[config.mk]
export PLATFORM = sky130hd
export DESIGN_NAME = wb_port_arbiter
export DESIGN_NICKNAME = d
export VERILOG_FILES = /design/src/rtl/wb_port_arbiter.sv
export SDC_FILE = /design/constraint.sdc
export NUM_CORES = 1
export LEC_CHECK = 0
export CAP_MARGIN = 20
export CORE_ASPECT_RATIO = 1.75
export CORE_UTILIZATION = 42
export DETAILED_ROUTE_END_ITERATION = 16
export GPL_ROUTABILITY_DRIVEN = 1
export PLACE_DENSITY = 0.82
export SLEW_MARGIN = 20
export SYNTH_ARGS = -nofsm -noshare
export SYNTH_HDL_FRONTEND = slang
export SYNTH_SLANG_ARGS = --single-unit
[constraint.sdc]
create_clock -name clk -period 4.2 [get_ports clk]
set_input_delay 0.42 -clock clk [delete_from_list [all_inputs] [get_ports clk]]
set_output_delay 0.42 -clock clk [all_outputs]
set_load 0.03 [all_outputs]
[src/rtl/wb_port_arbiter.sv]
// Writeback port arbiter: round-robin sharing of the register-file write port
// between the ALU and load paths, plus the decode-stage busy scoreboard.
module wb_port_arbiter #(
    parameter int DATA_W = 19,
    parameter int ADDR_W = 3,
    parameter int NREG   = 8
) (
    input  logic              clk,
    input  logic              rst_n,
    input  logic              req0_valid,
    input  logic [ADDR_W-1:0] req0_addr,
    input  logic [DATA_W-1:0] req0_data,
    output logic              req0_ready,
    input  logic              req1_valid,
    input  logic [ADDR_W-1:0] req1_addr,
    input  logic [DATA_W-1:0] req1_data,
    output logic              req1_ready,
    output logic              wb_we,
    output logic [ADDR_W-1:0] wb_addr,
    output logic [DATA_W-1:0] wb_data,
    input  logic              rsv_valid,
    input  logic [ADDR_W-1:0] rsv_addr,
    input  logic [ADDR_W-1:0] qry_addr1,
    input  logic [ADDR_W-1:0] qry_addr2,
    output logic              hz1,
    output logic              hz2,
    output logic [ADDR_W:0]   busy_cnt,
    output logic              sb_err
);

    typedef enum logic {
        PICK_REQ0 = 1'b0,
        PICK_REQ1 = 1'b1
    } rr_e;

    rr_e               rr_q, rr_d;
    logic              wb_we_q, wb_we_d;
    logic [ADDR_W-1:0] wb_addr_q, wb_addr_d;
    logic [DATA_W-1:0] wb_data_q, wb_data_d;
    logic [NREG-1:0]   busy_q, busy_d;
    logic [ADDR_W:0]   busy_cnt_q, busy_cnt_d;
    logic              sb_err_q, sb_err_d;

    logic              grant0, grant1, accept;
    logic [ADDR_W-1:0] acc_addr;
    logic [DATA_W-1:0] acc_data;

    always_comb begin
        grant0   = req0_valid && (!req1_valid || rr_q == PICK_REQ0);
        grant1   = req1_valid && !grant0;
        accept   = grant0 || grant1;
        acc_addr = grant0 ? req0_addr : req1_addr;
        acc_data = grant0 ? req0_data : req1_data;
    end

    always_comb begin
        rr_d = rr_q;
        if (grant0) begin
            rr_d = PICK_REQ1;
        end else if (grant1) begin
            rr_d = PICK_REQ0;
        end
    end

    // Writes to r0 complete the handshake but never reach the register file.
    always_comb begin
        wb_we_d   = accept && (acc_addr != '0);
        wb_addr_d = wb_we_d ? acc_addr : wb_addr_q;
        wb_data_d = wb_we_d ? acc_data : wb_data_q;
    end

    // Clear first, then set, so a same-edge reserve of the retiring register wins.
    always_comb begin
        busy_d   = busy_q;
        sb_err_d = sb_err_q;
        if (accept) begin
            busy_d[acc_addr] = 1'b0;
        end
        if (rsv_valid && (rsv_addr != '0)) begin
            if (busy_d[rsv_addr]) begin
                sb_err_d = 1'b1;
            end
            busy_d[rsv_addr] = 1'b1;
        end
        busy_d[0] = 1'b0;
    end

    always_comb begin
        busy_cnt_d = '0;
        for (int unsigned i = 0; i < NREG; i++) begin
            busy_cnt_d = busy_cnt_d + (ADDR_W + 1)'(busy_d[i]);
        end
    end

    always_ff @(posedge clk or negedge rst_n) begin
        if (!rst_n) begin
            rr_q       <= PICK_REQ0;
            wb_we_q    <= 1'b0;
            wb_addr_q  <= '0;
            wb_data_q  <= '0;
            busy_q     <= '0;
            busy_cnt_q <= '0;
            sb_err_q   <= 1'b0;
        end else begin
            rr_q       <= rr_d;
            wb_we_q    <= wb_we_d;
            wb_addr_q  <= wb_addr_d;
            wb_data_q  <= wb_data_d;
            busy_q     <= busy_d;
            busy_cnt_q <= busy_cnt_d;
            sb_err_q   <= sb_err_d;
        end
    end

    always_comb begin
        req0_ready = grant0;
        req1_ready = grant1;
        wb_we      = wb_we_q;
        wb_addr    = wb_addr_q;
        wb_data    = wb_data_q;
        hz1        = busy_q[qry_addr1];
        hz2        = busy_q[qry_addr2];
        busy_cnt   = busy_cnt_q;
        sb_err     = sb_err_q;
    end

endmodule
# Yosys cells after proc, flatten, opt, wreduce, memory -nomap -nowiden
# Cells that the tools add are included.
dict set report op_classes {
  add_sub_neg 6
  n_mul 0
  div 0
  n_lt_le_gt_ge 6
  eq_ne 0
  shift 0
  n_mux 16
  bitwise_logic 4
  reduce_logical 14
}
# operator count
set ops {}
lappend ops {{2-to-1 mux 19 bit} 1}
lappend ops {{< comparator 3 x 4 -> 1 bit (second input constant)} 4}
lappend ops {{2-to-1 mux 8 bit} 2}
lappend ops {{adder 4 x 1 -> 4 bit} 3}
lappend ops {{binary-select mux 1 bit (select 3 bit)} 3}
lappend ops {{AND 8 bit} 1}
lappend ops {{NOT 8 bit} 1}
lappend ops {{OR 8 bit} 1}
lappend ops {{2-to-1 mux 1 bit} 7}
lappend ops {{demux 1 bit (select 3 bit)} 2}
lappend ops {{>= comparator 3 x 1 -> 1 bit (second input constant)} 2}
lappend ops {{logical AND 1 bit} 6}
lappend ops {{nonzero test 3 bit} 2}
lappend ops {{adder 3 x 1 -> 4 bit} 1}
lappend ops {{adder 2 x 1 -> 3 bit} 1}
lappend ops {{2-to-1 mux 3 bit} 1}
lappend ops {{adder 1 x 1 -> 2 bit} 1}
lappend ops {{zero test 1 bit} 2}
lappend ops {{logical OR 1 bit} 2}
lappend ops {{AND reduction 2 bit} 1}
lappend ops {{nonzero test 2 bit} 1}
lappend ops {{NOT 1 bit} 1}
dict set report totals {
  ff_bits 36
  latchBits 0
  ram_bits 0
  mem_bits_ro 0
  input_bits 58
  output_inout_bits 32
  elab_cells 53
  mem_count 0
}

# Logic depth before layout (Yosys ltp)
dict set report depth {
  ltp_word 19
  depth_mapped 12
  depth_no_buf 12
}

# Worst setup path before layout
# No wires, ideal clock.
dict set report synth_path {
  path_type {input to register}
  startpoint {input port req0_valid}
  endpoint {register busy_cnt_q[1], in the netlist busy_cnt[1]}
  setup_ns 0.136
  t_arrival_ns 3.217
  required_time_ns 4.064
  path_slack_ns 0.847
  cell_stages 12
  n_path_buf 1
  cell_sequence {a21boi_2 -> buf_6 -> mux2_4 -> nand2_1 -> a22oi_1 -> fa_1 -> inv_1 -> fa_1 -> inv_1 -> fa_1 -> inv_1 -> fa_1}
}
dict set report synth_via {
  elab_chain_cells 17
  elab_cells_between_ends 21
  classes_between {add/sub: 6; order compare: 2; mux: 5; bitwise: 3; reduce/logical: 5}
}
# element line
set synth_lines {}
lappend synth_lines {{from (decl)} 10} ;# input logic req0_valid,
lappend synth_lines {{logical AND 1 bit (*)} 49} ;# grant0 = req0_valid && (!req1_valid || rr_q == PICK_REQ0);
lappend synth_lines {{2-to-1 mux 3 bit} 52} ;# acc_addr = grant0 ? req0_addr : req1_addr;
lappend synth_lines {{< comparator 3 x 4 -> 1 bit (not written as such) / >= comparator 3 x 1 -> 1 bit (equally long branches)} 77} ;# busy_d[acc_addr] = 1'b0;
lappend synth_lines {{logical AND 1 bit (not written as such)} 77}
lappend synth_lines {{2-to-1 mux 1 bit (not written as such)} 77}
lappend synth_lines {{demux 1 bit (select 3 bit)} 77}
lappend synth_lines {{NOT 8 bit (no line)} n/a}
lappend synth_lines {{AND 8 bit (no line)} n/a}
lappend synth_lines {{2-to-1 mux 8 bit (*)} 76} ;# if (accept) begin
lappend synth_lines {{OR 8 bit (no line)} n/a}
lappend synth_lines {{2-to-1 mux 8 bit (*)} 79} ;# if (rsv_valid && (rsv_addr != '0)) begin
lappend synth_lines {{adder 1 x 1 -> 2 bit} 91} ;# busy_cnt_d = busy_cnt_d + (ADDR_W + 1)'(busy_d[i]);
lappend synth_lines {{adder 2 x 1 -> 3 bit} 91}
lappend synth_lines {{adder 3 x 1 -> 4 bit} 91}
lappend synth_lines {{adder 4 x 1 -> 4 bit (2 in series)} 91}
lappend synth_lines {{adder 4 x 1 -> 4 bit (*)} 91}
lappend synth_lines {{net busy_cnt_d[1]} 41} ;# logic [ADDR_W:0] busy_cnt_q, busy_cnt_d;
lappend synth_lines {{to (signal assigned)} 110} ;# busy_cnt_q <= busy_cnt_d;
lappend synth_lines {{to (decl)} 41}
# The timed path passes the listed nets; every way through them passes the cells marked *.
# A chain may end at the register's enable or synchronous reset.

# Worst setup path in the final report
dict set report layout_path {
  startpoint {input port req0_valid}
  endpoint {register busy_cnt_q[1], in the netlist busy_cnt[1]}
}
dict set report layout_via {
  elab_chain_cells 17
  elab_cells_between_ends 21
  classes_between {add/sub: 6; order compare: 2; mux: 5; bitwise: 3; reduce/logical: 5}
}
# element line
set layout_lines {}
lappend layout_lines {{logical AND 1 bit (*)} 49}
lappend layout_lines {{2-to-1 mux 3 bit} 52}
lappend layout_lines {{< comparator 3 x 4 -> 1 bit (not written as such) / >= comparator 3 x 1 -> 1 bit (equally long branches)} 77}
lappend layout_lines {{logical AND 1 bit (not written as such)} 77}
lappend layout_lines {{2-to-1 mux 1 bit (not written as such)} 77}
lappend layout_lines {{demux 1 bit (select 3 bit)} 77}
lappend layout_lines {{NOT 8 bit (no line)} n/a}
lappend layout_lines {{AND 8 bit (no line)} n/a}
lappend layout_lines {{2-to-1 mux 8 bit (*)} 76}
lappend layout_lines {{OR 8 bit (no line)} n/a}
lappend layout_lines {{2-to-1 mux 8 bit (*)} 79}
lappend layout_lines {{net busy_d[2]} 40} ;# logic [NREG-1:0] busy_q, busy_d;
lappend layout_lines {{adder 1 x 1 -> 2 bit (*)} 91}
lappend layout_lines {{adder 2 x 1 -> 3 bit (*)} 91}
lappend layout_lines {{adder 3 x 1 -> 4 bit (*)} 91}
lappend layout_lines {{adder 4 x 1 -> 4 bit (*) (3 in series)} 91}
lappend layout_lines {{net busy_cnt_d[1]} 41}
# Marks and branches as above.

==> metrics.md <==
| Metric | Value |
|---|---|
| Clock root buffer master | clkbuf_8 |
| Seq cells post-synth | 35 |
| Post-DP Area | approximately 2900 um2 |
| Reg2reg path depth | 13 |
| Cell row count | 32 |
| CTS buffer count | 5 |
| RSZ-0062 raised after global routing | no |
| H-tree depth | 2 |
| Fin crit period | roughly 3.7 ns |
| Synth Area in Compound Gates | between 15 and 20% |
| Max Root-Sink Buffers | 2 |
| Power Dens Cells | 436 nW/um2 |
| Hold Vio Cnt, Final | 0 |
| Startpoint Class | primary input |
| Fmax | 272 MHz |
| Clock slew at reported path FFs | approximately 0.08 ns |
| Top cells by area, synth | dfrtp_1 (44%), mux2i_1 (12%), a21oi_1 (7.3%) |
| HPWL Detailed | 4040 um |
| Static leakage | 1.28 nW |
| Placer Congestion | 0.905 |
| Synth Net Count | between 200 and 300 |
| Via density | 5.27 |
| CTS Hold Bufs | 0 |
| Predominant post-synthesis flop cell | dfrtp_1 |
| Initial antenna violation count | 0 |
| Area grow syn2layout | 49.4% |
| Global route hottest layer | met2 |
| Crit. Startpoint | req0_valid |
| Fill cells | 362 |
| Multi-input gate area | between 1000 and 1500 um2 |
| Sequential area share after synthesis | a little over two fifths |
| Crit path cell chain | clkdlybuf4s50_1 -> a21boi_4 -> buf_4 -> mux2i_1 -> nand2_1 -> a32o_1 -> inv_1 -> fa_1 -> inv_1 -> fa_1 -> inv_1 -> fa_1 -> inv_1 -> fa_1 |
| Cell taking the most area after synthesis | dfrtp_1 |
| Clock Latency Late Sink | 0.29 ns |
| Async SR Flop Fraction | 100% |
| Worst slew margin | 34.8% |
| Iteration-0 DRC Markers | 74 |
| Reg2Reg Launch Point | rr_q |
| Critical Setup Path Class | in -> reg |
| First-pass GRT wire length | 7860 um |
| EDFF count, synth | 0 |
| Setup tns final | 0 ns |
| Final worst slack | approximately 0.53 ns |
| Number of global-route vias before repair | ~1700 |
| Critical path peak fanout | 8 |
| Peak VDD IR | around 0.35 mV |
| Unique masters post-synth | 36 |
| Crit path buffers/inverters | 6 |
| Hold Path Class | in -> async |
| IO Pins | 90 |
| Combinational family with the most area after synthesis | compound AO/OA/AOI/OAI gates |
| Largest net degree at the start of global routing | between 40 and 50 |
| Mux share of post-synthesis cell area | roughly 16% |
| GR met3 Demand/Resource | under 10% |
| CP arrival | 3.84 ns |
| First-pass detailed-route iteration total | 4 |
| Least-Margin Pin Slew | around 0.97 ns |
| Max_cap viols | 0 |
| WL/cell | approximately 15 um |
| Register area | about 880 um2 |
| Hold Slack | 0.208 ns |
| Slowest stage delay, CP | 0.52 ns |
| Clock Skew | 0.00890 ns |
| DP Worst Slack | 0.244 ns |
| Aggregate routed wire length | 5200 um |
| Post-Synth XOR/XNOR Area | 0% |
| Antenna-violating nets left | 0 |
| Met2 Use GR | 42.0% |
| Die width | 54.1 um |
| Cells resized by post-CTS repair | 0 |
| Mapped Area | 2000 um2 |
| Via count | 1814 |
| Met1 Track Usage GR | between 20% and 30% |
| Family with the most delay on the worst path | adder cells |
| Slowest CP cell | clkdlybuf4s50_1 |
| Synth Area in Adders | 4.01% |
| Post-CTS Setup Bufs | 0 |
| Syn Inst Count | 205 |
| Fin crit share | 87.4% |
| Post-synth top cells | dfrtp_1 (35), nor2_1 (30), a21oi_1 (29) |
| Design area | roughly 3000 um2 |
| Post-Synth Simple-Gate Area | 13.5% |
| Initial Utilization | between 40 and 50% |
| Fin. max-slew vios | 0 |
| Most frequent cell after synthesis | dfrtp_1 |
| Worst path depth | 14 |
| Number of diodes | 0 |
| I/O Buffers | 88 |
| GRT Total Usage | 22.2% |
| GRT overflow | 0 |
| Average size of a mapped cell | 9.73 um2 |
| Post-synth top area share | 43.9% |
| Nets@finish | 354 |
| Num Clock Sinks | 35 |
| Final total power | 1.30 mW |
| TritonCTS clock tree | yes |
| Critical Path Sink Type | register |
| Status | finished clean |
| Drt drc | 0 |
| Req. time, crit path | 4.37 ns |
| Share of cells above drive strength 1 | between 6 and 7% |
| # setup viols final | 0 |
| Die area | 5040 um2 |
| CORE AREA | 4480 um2 |
| Die H | 93.2 um |
| Ys Warns | 0 |
## worst reg2reg max path, delay by kind of cell, from the launching register on
family | cells | cell delay, ns
compound gates | 2 | 0.46
fa+ha+maj | 4 | 1.42
buf+inv | 5 | 0.53
flops | 1 | 0.43
mux | 1 | 0.36
simple gates | 1 | 0.11
## routing by layer
layer  up-vias  part of all wire, %
li1        883                    -
met1       834                   34
met2        81                   56
met3        16                  6.2
met4         0                  3.3
met5         -                    0
## power by group
| part | internal [mW] | switching, mW |
|---|---|---|
| Clock | 0.116 | 0.121 |
| Sequential | 0.413 | 0.0528 |
| Combinational | 0.272 | 0.323 |
| Total | 0.802 | 0.497 |
## worst paths after layout
check	end	slack, ns
min in group clk	wb_data[8]	0.53
max reg2reg	busy_cnt[1]	0.77
max	busy_cnt[1]	0.53
max in group asynchronous	busy_cnt[0]	3.48
min	wb_addr[0]	0.21
min reg2reg	wb_data[8]	0.53
## cells in the final DEF (no fill, tap or decap), types with 3 or more instances in the layout
cell type,count
a21oi_1,29
a32o_1,4
buf_4,3
clkbuf_8,5
clkdlybuf4s50_1,87
dfrtp_1,35
fa_1,4
inv_1,14
mux2i_1,24
nand2_1,18
nand2b_1,4
nor2_1,30
nor2b_1,3
o21ai_0,3
## cell families after synthesis
| logic type | after synthesis |
|---|---|
| and+or+nand+nor | 61 |
| muxes | 29 |
| DFF | 35 |
| buffers and inverters | 25 |
| other | 1 |
| AOI/OAI and AO/OA | 50 |
| adders and majority gates | 4 |
## final cells by class
| cell class | count | share of cell area [%] |
|---|---|---|
| tap | 51 | 2.14 |
| clock buffer | 7 | 2.56 |
| timing repair buffer | 91 | 30.1 |
| clock inverter | 1 | 0.168 |
| sequential | 35 | 29.4 |
| multi-input combinational | 145 | 33.9 |
| inverter | 14 | 1.76 |
## metrics by stage
step,instances,utilization (%)
2_1_floorplan,205,-
3_3_place_gp,336,64.7
3_5_place_dp,336,64.7
4_1_cts,344,66.5
5_1_grt,344,66.5
6_report,344,66.5
## registers in the layout, summed over array words and instances (netlist names)
name,cells
wb_we,1
sb_err,1
wb_addr,3
busy_q,7
wb_data,19
rr_q,1
busy_cnt,3
(Power assumes the default switching activity.)
